File: src/rtl/s1_s2_pkg.sv
// Shared frame geometry and read-side FSM encoding for the stage-1 to stage-2 frame path.
// The frame depth doubles as stage 2's sweep terminal count.
package s1_s2_pkg;

    localparam int FRAME_DEPTH  = 36;
    localparam int FRAME_ADDR_W = 6;

    typedef enum logic [1:0] {
        R_IDLE,
        R_OFFER,
        R_BUSY
    } rd_state_t;

endpackage

File: src/rtl/frame_bank_ram.sv
// One frame bank: DEPTH x DATA_W RAM, synchronous write, registered read (1 cycle).
// No backpressure; out-of-range read addresses return zero.
module frame_bank_ram
    import s1_s2_pkg::*;
#(
    parameter int DATA_W = 16,
    parameter int DEPTH  = FRAME_DEPTH,
    parameter int ADDR_W = FRAME_ADDR_W
) (
    input  logic              clk,
    input  logic              i_we,
    input  logic [ADDR_W-1:0] i_waddr,
    input  logic [DATA_W-1:0] i_wdata,
    input  logic [ADDR_W-1:0] i_raddr,
    output logic [DATA_W-1:0] o_rdata
);

    localparam logic [ADDR_W-1:0] LAST_ADDR = ADDR_W'(DEPTH - 1);

    logic [DATA_W-1:0] r_mem [DEPTH];
    logic [DATA_W-1:0] r_rdata;

    always_ff @(posedge clk) begin
        if (i_we) begin
            r_mem[i_waddr] <= i_wdata;
        end
        if (i_raddr <= LAST_ADDR) begin
            r_rdata <= r_mem[i_raddr];
        end else begin
            r_rdata <= '0;
        end
    end

    assign o_rdata = r_rdata;

endmodule

File: src/rtl/s1_s2_frame_buffer.sv
// Ping-pong frame buffer: stage 1 fills one bank while stage 2 sweeps the other; 1-cycle read latency.
// Writes stall (wr_ready low) only when the bank being filled is still full; data_rdy is registered.
module s1_s2_frame_buffer
    import s1_s2_pkg::*;
#(
    parameter int DATA_W = 16,
    parameter int DEPTH  = FRAME_DEPTH,
    parameter int ADDR_W = FRAME_ADDR_W
) (
    input  logic              clk,
    input  logic              reset,
    input  logic              i_wr_valid,
    input  logic [DATA_W-1:0] i_wr_data,
    output logic              o_wr_ready,
    output logic              o_data_rdy,
    input  logic              i_busy_proc,
    input  logic [ADDR_W-1:0] i_rd_addr,
    output logic [DATA_W-1:0] o_rd_data,
    output logic              o_rd_bank,
    output logic [1:0]        o_fill_level
);

    localparam logic [ADDR_W-1:0] LAST_PTR = ADDR_W'(DEPTH - 1);

    rd_state_t         r_state;
    rd_state_t         w_state_nxt;
    logic [1:0]        r_full;
    logic [1:0]        w_full_nxt;
    logic              r_wr_bank;
    logic [ADDR_W-1:0] r_wr_ptr;
    logic              r_rd_bank;
    logic              r_data_rdy;
    logic              r_rd_sel;
    logic              r_rd_clr;

    logic              w_wr_ready;
    logic              w_wr_acc;
    logic              w_wr_last;
    logic              w_release;
    logic [DATA_W-1:0] w_q0;
    logic [DATA_W-1:0] w_q1;

    assign w_wr_ready = !r_full[r_wr_bank];
    assign w_wr_acc   = i_wr_valid && w_wr_ready;
    assign w_wr_last  = w_wr_acc && (r_wr_ptr == LAST_PTR);

    always_comb begin
        w_state_nxt = r_state;
        w_release   = 1'b0;
        w_full_nxt  = r_full;
        case (r_state)
            R_IDLE: begin
                if (r_full[r_rd_bank]) begin
                    w_state_nxt = R_OFFER;
                end
            end
            R_OFFER: begin
                if (i_busy_proc) begin
                    w_state_nxt = R_BUSY;
                end
            end
            R_BUSY: begin
                if (!i_busy_proc) begin
                    w_state_nxt = R_IDLE;
                    w_release   = 1'b1;
                end
            end
            default: w_state_nxt = R_IDLE;
        endcase
        // Set and clear always target different banks, so both can apply together.
        if (w_wr_last) begin
            w_full_nxt[r_wr_bank] = 1'b1;
        end
        if (w_release) begin
            w_full_nxt[r_rd_bank] = 1'b0;
        end
    end

    always_ff @(posedge clk) begin
        if (reset) begin
            r_state    <= R_IDLE;
            r_data_rdy <= 1'b0;
            r_full     <= 2'b00;
            r_wr_bank  <= 1'b0;
            r_wr_ptr   <= '0;
            r_rd_bank  <= 1'b0;
            r_rd_sel   <= 1'b0;
            r_rd_clr   <= 1'b1;
        end else begin
            r_state    <= w_state_nxt;
            r_data_rdy <= (w_state_nxt == R_OFFER);
            r_full     <= w_full_nxt;
            if (w_wr_acc) begin
                if (w_wr_last) begin
                    r_wr_ptr  <= '0;
                    r_wr_bank <= !r_wr_bank;
                end else begin
                    r_wr_ptr  <= r_wr_ptr + ADDR_W'(1);
                end
            end
            if (w_release) begin
                r_rd_bank <= !r_rd_bank;
            end
            r_rd_sel   <= r_rd_bank;
            r_rd_clr   <= 1'b0;
        end
    end

    frame_bank_ram #(
        .DATA_W (DATA_W),
        .DEPTH  (DEPTH),
        .ADDR_W (ADDR_W)
    ) u_bank0 (
        .clk     (clk),
        .i_we    (w_wr_acc && !r_wr_bank),
        .i_waddr (r_wr_ptr),
        .i_wdata (i_wr_data),
        .i_raddr (i_rd_addr),
        .o_rdata (w_q0)
    );

    frame_bank_ram #(
        .DATA_W (DATA_W),
        .DEPTH  (DEPTH),
        .ADDR_W (ADDR_W)
    ) u_bank1 (
        .clk     (clk),
        .i_we    (w_wr_acc && r_wr_bank),
        .i_waddr (r_wr_ptr),
        .i_wdata (i_wr_data),
        .i_raddr (i_rd_addr),
        .o_rdata (w_q1)
    );

    // RAM output registers are not reset, so the cycle after reset is forced to zero here.
    assign o_rd_data    = r_rd_clr ? '0 : (r_rd_sel ? w_q1 : w_q0);
    assign o_wr_ready   = w_wr_ready;
    assign o_data_rdy   = r_data_rdy;
    assign o_rd_bank    = r_rd_bank;
    assign o_fill_level = {1'b0, r_full[0]} + {1'b0, r_full[1]};

endmodule
File: config.mk
export PLATFORM = sky130hd
export DESIGN_NAME = s1_s2_frame_buffer
export DESIGN_NICKNAME = d
export VERILOG_FILES = /design/src/rtl/s1_s2_pkg.sv /design/src/rtl/frame_bank_ram.sv /design/src/rtl/s1_s2_frame_buffer.sv
export SDC_FILE = /design/constraint.sdc
export NUM_CORES = 1
export LEC_CHECK = 0
export CAP_MARGIN = 5
export CORE_MARGIN = 2
export CORE_UTILIZATION = 36
export CTS_CLUSTER_DIAMETER = 200
export DETAILED_ROUTE_END_ITERATION = 7
export HOLD_SLACK_MARGIN = 0.05
export PLACE_DENSITY = 0.55
export SLEW_MARGIN = 20
export SYNTH_ARGS = -nofsm -noshare
export SYNTH_HDL_FRONTEND = slang
export SYNTH_SLANG_ARGS = --single-unit
File: constraint.sdc
create_clock -name clk -period 2.7 [get_ports clk]
set_input_delay 0.54 -clock clk [delete_from_list [all_inputs] [get_ports clk]]
set_output_delay 0.54 -clock clk [all_outputs]
set_load 0.02 [all_outputs]
==> flow_summary.ini <==
[worst_setup_path]
cp_top_family = buffers and inverters
r2r_end = u_bank1.o_rdata[12]
worstPathCellList = buf_12 > mux2i_1 > nor2_1 > dlygate4sd2_1
r2r_setup_slack_ns = 0.43
crit_slowest_cell = dlygate4sd2_1
cp_max_fo = 16
path_buf_inv = 2
cp.required_ns = 2.16
rr_startpoint = u_bank1.r_mem[17][12]
startpoint_type = flip-flop
crit_type = flip-flop to output pin
worstPathArrival_ns = 2.11
slowest_delay_ns = 0.40
rr_worst_depth = 5
end_kind = output pin

[detailed_routing]
top_layer = met4
ant_nets = 0
drt_iter0_markers = 2580
route.met3.wl_mm = 7.75
viasPerCell = 5.39
routedWlPerCell_um = 28.1
wl_met2_mm = 57.2
met1Wirelength_mm = 52.4
drc_errors = 0
vias = 23000
totalWireLength_mm = 120
dr.pass1.iters = 5

[min_path]
min_to = u_bank1.r_mem[31][4]
hp-start = i_wr_data[4]
hold_class = input port to flip-flop
hold_depth = 1

[place]
finalWeightedCongestion = 0.841
portBuffers = 46
place_area_mm2 = 0.0511
hpwlAfterDp_mm = 76.1

[clock_network]
htree_num_levels = 4
ctsHoldBuffers = 0
max-clock-path-buffers = 3
numCtsBuffers = 130
cts-root-buf = clkbuf_16
clk_latency_ns = 0.72
cts_sinks = 1199
clk_pin_slew_worst_paths_ns = 0.06
cts_tree = done

[timing]
hold_viol_final = 0
rsz0062_at_grt = false
maxSlewViolCount = 0
finalSetupViolCount = 0
totalNegativeSetupSlack_ns = 0
finalClockSkew_ns = 0.0310
worst_slew_pin_slew_ns = 1.09
slew_headroom_pct = 27.1
max_freq_mhz = 378
min_period_ns = 2.65
fin_crit_sh_pct = 98.1

[finish]
layout_common_cells = edfxtp_1, mux4_2, buf_4
final_common_cell = edfxtp_1
num-nets-final = 2528
final_area_mm2 = 0.0553
area_delta_synth_final_pct = 20.1
layout-drive-gt1-share_pct = 31.3
antenna_cells = 0
nFillCells = 10900

[floorplanning]
std_cell_rows = 131
core-area_mm2 = 0.127
die_area_mm2 = 0.131
fp.dieH_um = 361
num_io_pins = 47
fp.dieW_um = 361
start_util_pct = 36.2

[power]
p_per_area_mw_per_mm2 = 727
p_leak_uw = 0.0180
p_total_uw = 40200
vdd_drop_max_uv = 551

[synthesis]
synthArstFlopShare_pct = 0
synth_area_per_cell_um2 = 21.4
synth_ff_type = edfxtp_1
ys_ff_latch = 1199
synth-edff-count = 1152
synth_nets = 2178
yosysUniqueCellTypes = 48
ys_seq_area_share_pct = 77.2
synth_area_mm2 = 0.0460
synthCells = 2150
yosys_warnings = 0

[global_route]
grt_overflow = 0
antenna_found_initial = 3
grt_use_total_pct = 18.4
grt_pass1_wl_mm = 172
grt_max_degree = 73
grt_pass1_vias = 23500

[flow_run]
maxCapViolations = 0

[status]
status = finished clean
-- metal layers --
layer / global-route usage, % / up-vias
met5: 0 / -
met1: 26.4 / 12300
met2: 29.3 / 798
met3: 3.04 / 151
met4: 4.71 / 0
li1: - / 9661
-- power breakdown --
part	leakage [µW]	switching (µW)	internal, µW
combinational	0.00519	1290	866
sequential	0.0108	69.3	20500
clock	0.00206	6980	10500
-- repair_timing --
action | 4_1_cts | 5_1_grt
endpoints found under the setup margin | 17 | 2
resized for setup | 25 | 4
pin swaps | 0 | 1
setup buffers | 0 | 0
cloned | 0 | 0
-- worst register-to-register path, cell delays in order (launching register included) --
cell and delay (ns):
edfxtp_1 0.38, mux4_2 0.45, nor2b_1 0.14, a2111oi_0 0.87, buf_4 0.24, a211oi_1 0.07
-- flip-flops by register name, summed over array words and instances (netlist names), 2 cells and up --
signal           flops
u_bank0.r_mem      576
r_wr_ptr             6
u_bank0.o_rdata     16
u_bank1.r_mem      576
r_full               2
u_bank1.o_rdata     16
r_state              2
-- cell usage after synthesis (18+ instances only) --
master	n	area, µm²
nor2_1	119	447
o221ai_1	26	228
nor2b_1	28	175
buf_2	44	220
dfxtp_1	47	941
nand3_1	20	100
clkbuf_1	45	169
buf_4	18	135
a22oi_1	19	143
mux2_2	39	439
nor3_1	24	120
nand2_1	30	113
edfxtp_1	1152	34600
mux4_2	254	5720
mux2i_1	138	1380
a211oi_1	28	210
-- cells by family (layout without fill, tap and decap cells) --
| family | after synthesis | after routing | synth area share (%) |
|---|---|---|---|
| xor+xnor | 6 | 6 | 0.114 |
| flops | 1199 | 1199 | 77.2 |
| simple gates | 249 | 249 | 2.50 |
| fa+ha+maj | 2 | 2 | 0.0544 |
| compound gates | 138 | 138 | 2.27 |
| mux | 431 | 431 | 16.4 |
| buf+inv | 125 | 570 | 1.43 |
-- per-stage QoR --
step / hold slack (ns) / worst slack (ns) / utilization, % / instances
3_5_place_dp: 0.507 / -0.423 / 40.1 / 4030
5_1_grt: 0.284 / 0.00572 / 43.5 / 4257
2_1_floorplan: 0.453 / 0.387 / - / 2150
3_3_place_gp: 0.479 / -0.352 / 40.1 / 4030
6_report: 0.301 / 0.0516 / 43.5 / 4257
4_1_cts: 0.256 / 0.0384 / 43.5 / 4257
-- worst max path at each step --
stage,cells after the start,endpoint,startpoint,slack [ns]
5_1_grt,4,o_rd_data[0],r_rd_sel,0.006
3_3_place_gp,8,u_bank0.r_mem[6][6],i_wr_valid,-0.35
4_1_cts,4,o_rd_data[15],r_rd_sel,0.04
2_1_floorplan,4,u_bank0.r_mem[10][0],i_wr_valid,0.39
6_report,4,o_rd_data[0],r_rd_sel,0.05
3_5_place_dp,8,u_bank1.o_rdata[12],i_rd_addr[0],-0.42
-- layout make-up --
cell class	count	area (µm²)	share of cell area, %
clock buffers	168	3610	6.52
clock inverters	59	608	1.10
inverters	4	15.0	0.0272
multi-input cells	826	9860	17.8
flip-flops and latches	1199	35500	64.3
well taps	1662	2080	3.76
repair buffers	339	3570	6.46
(Power assumes the default switching activity.)
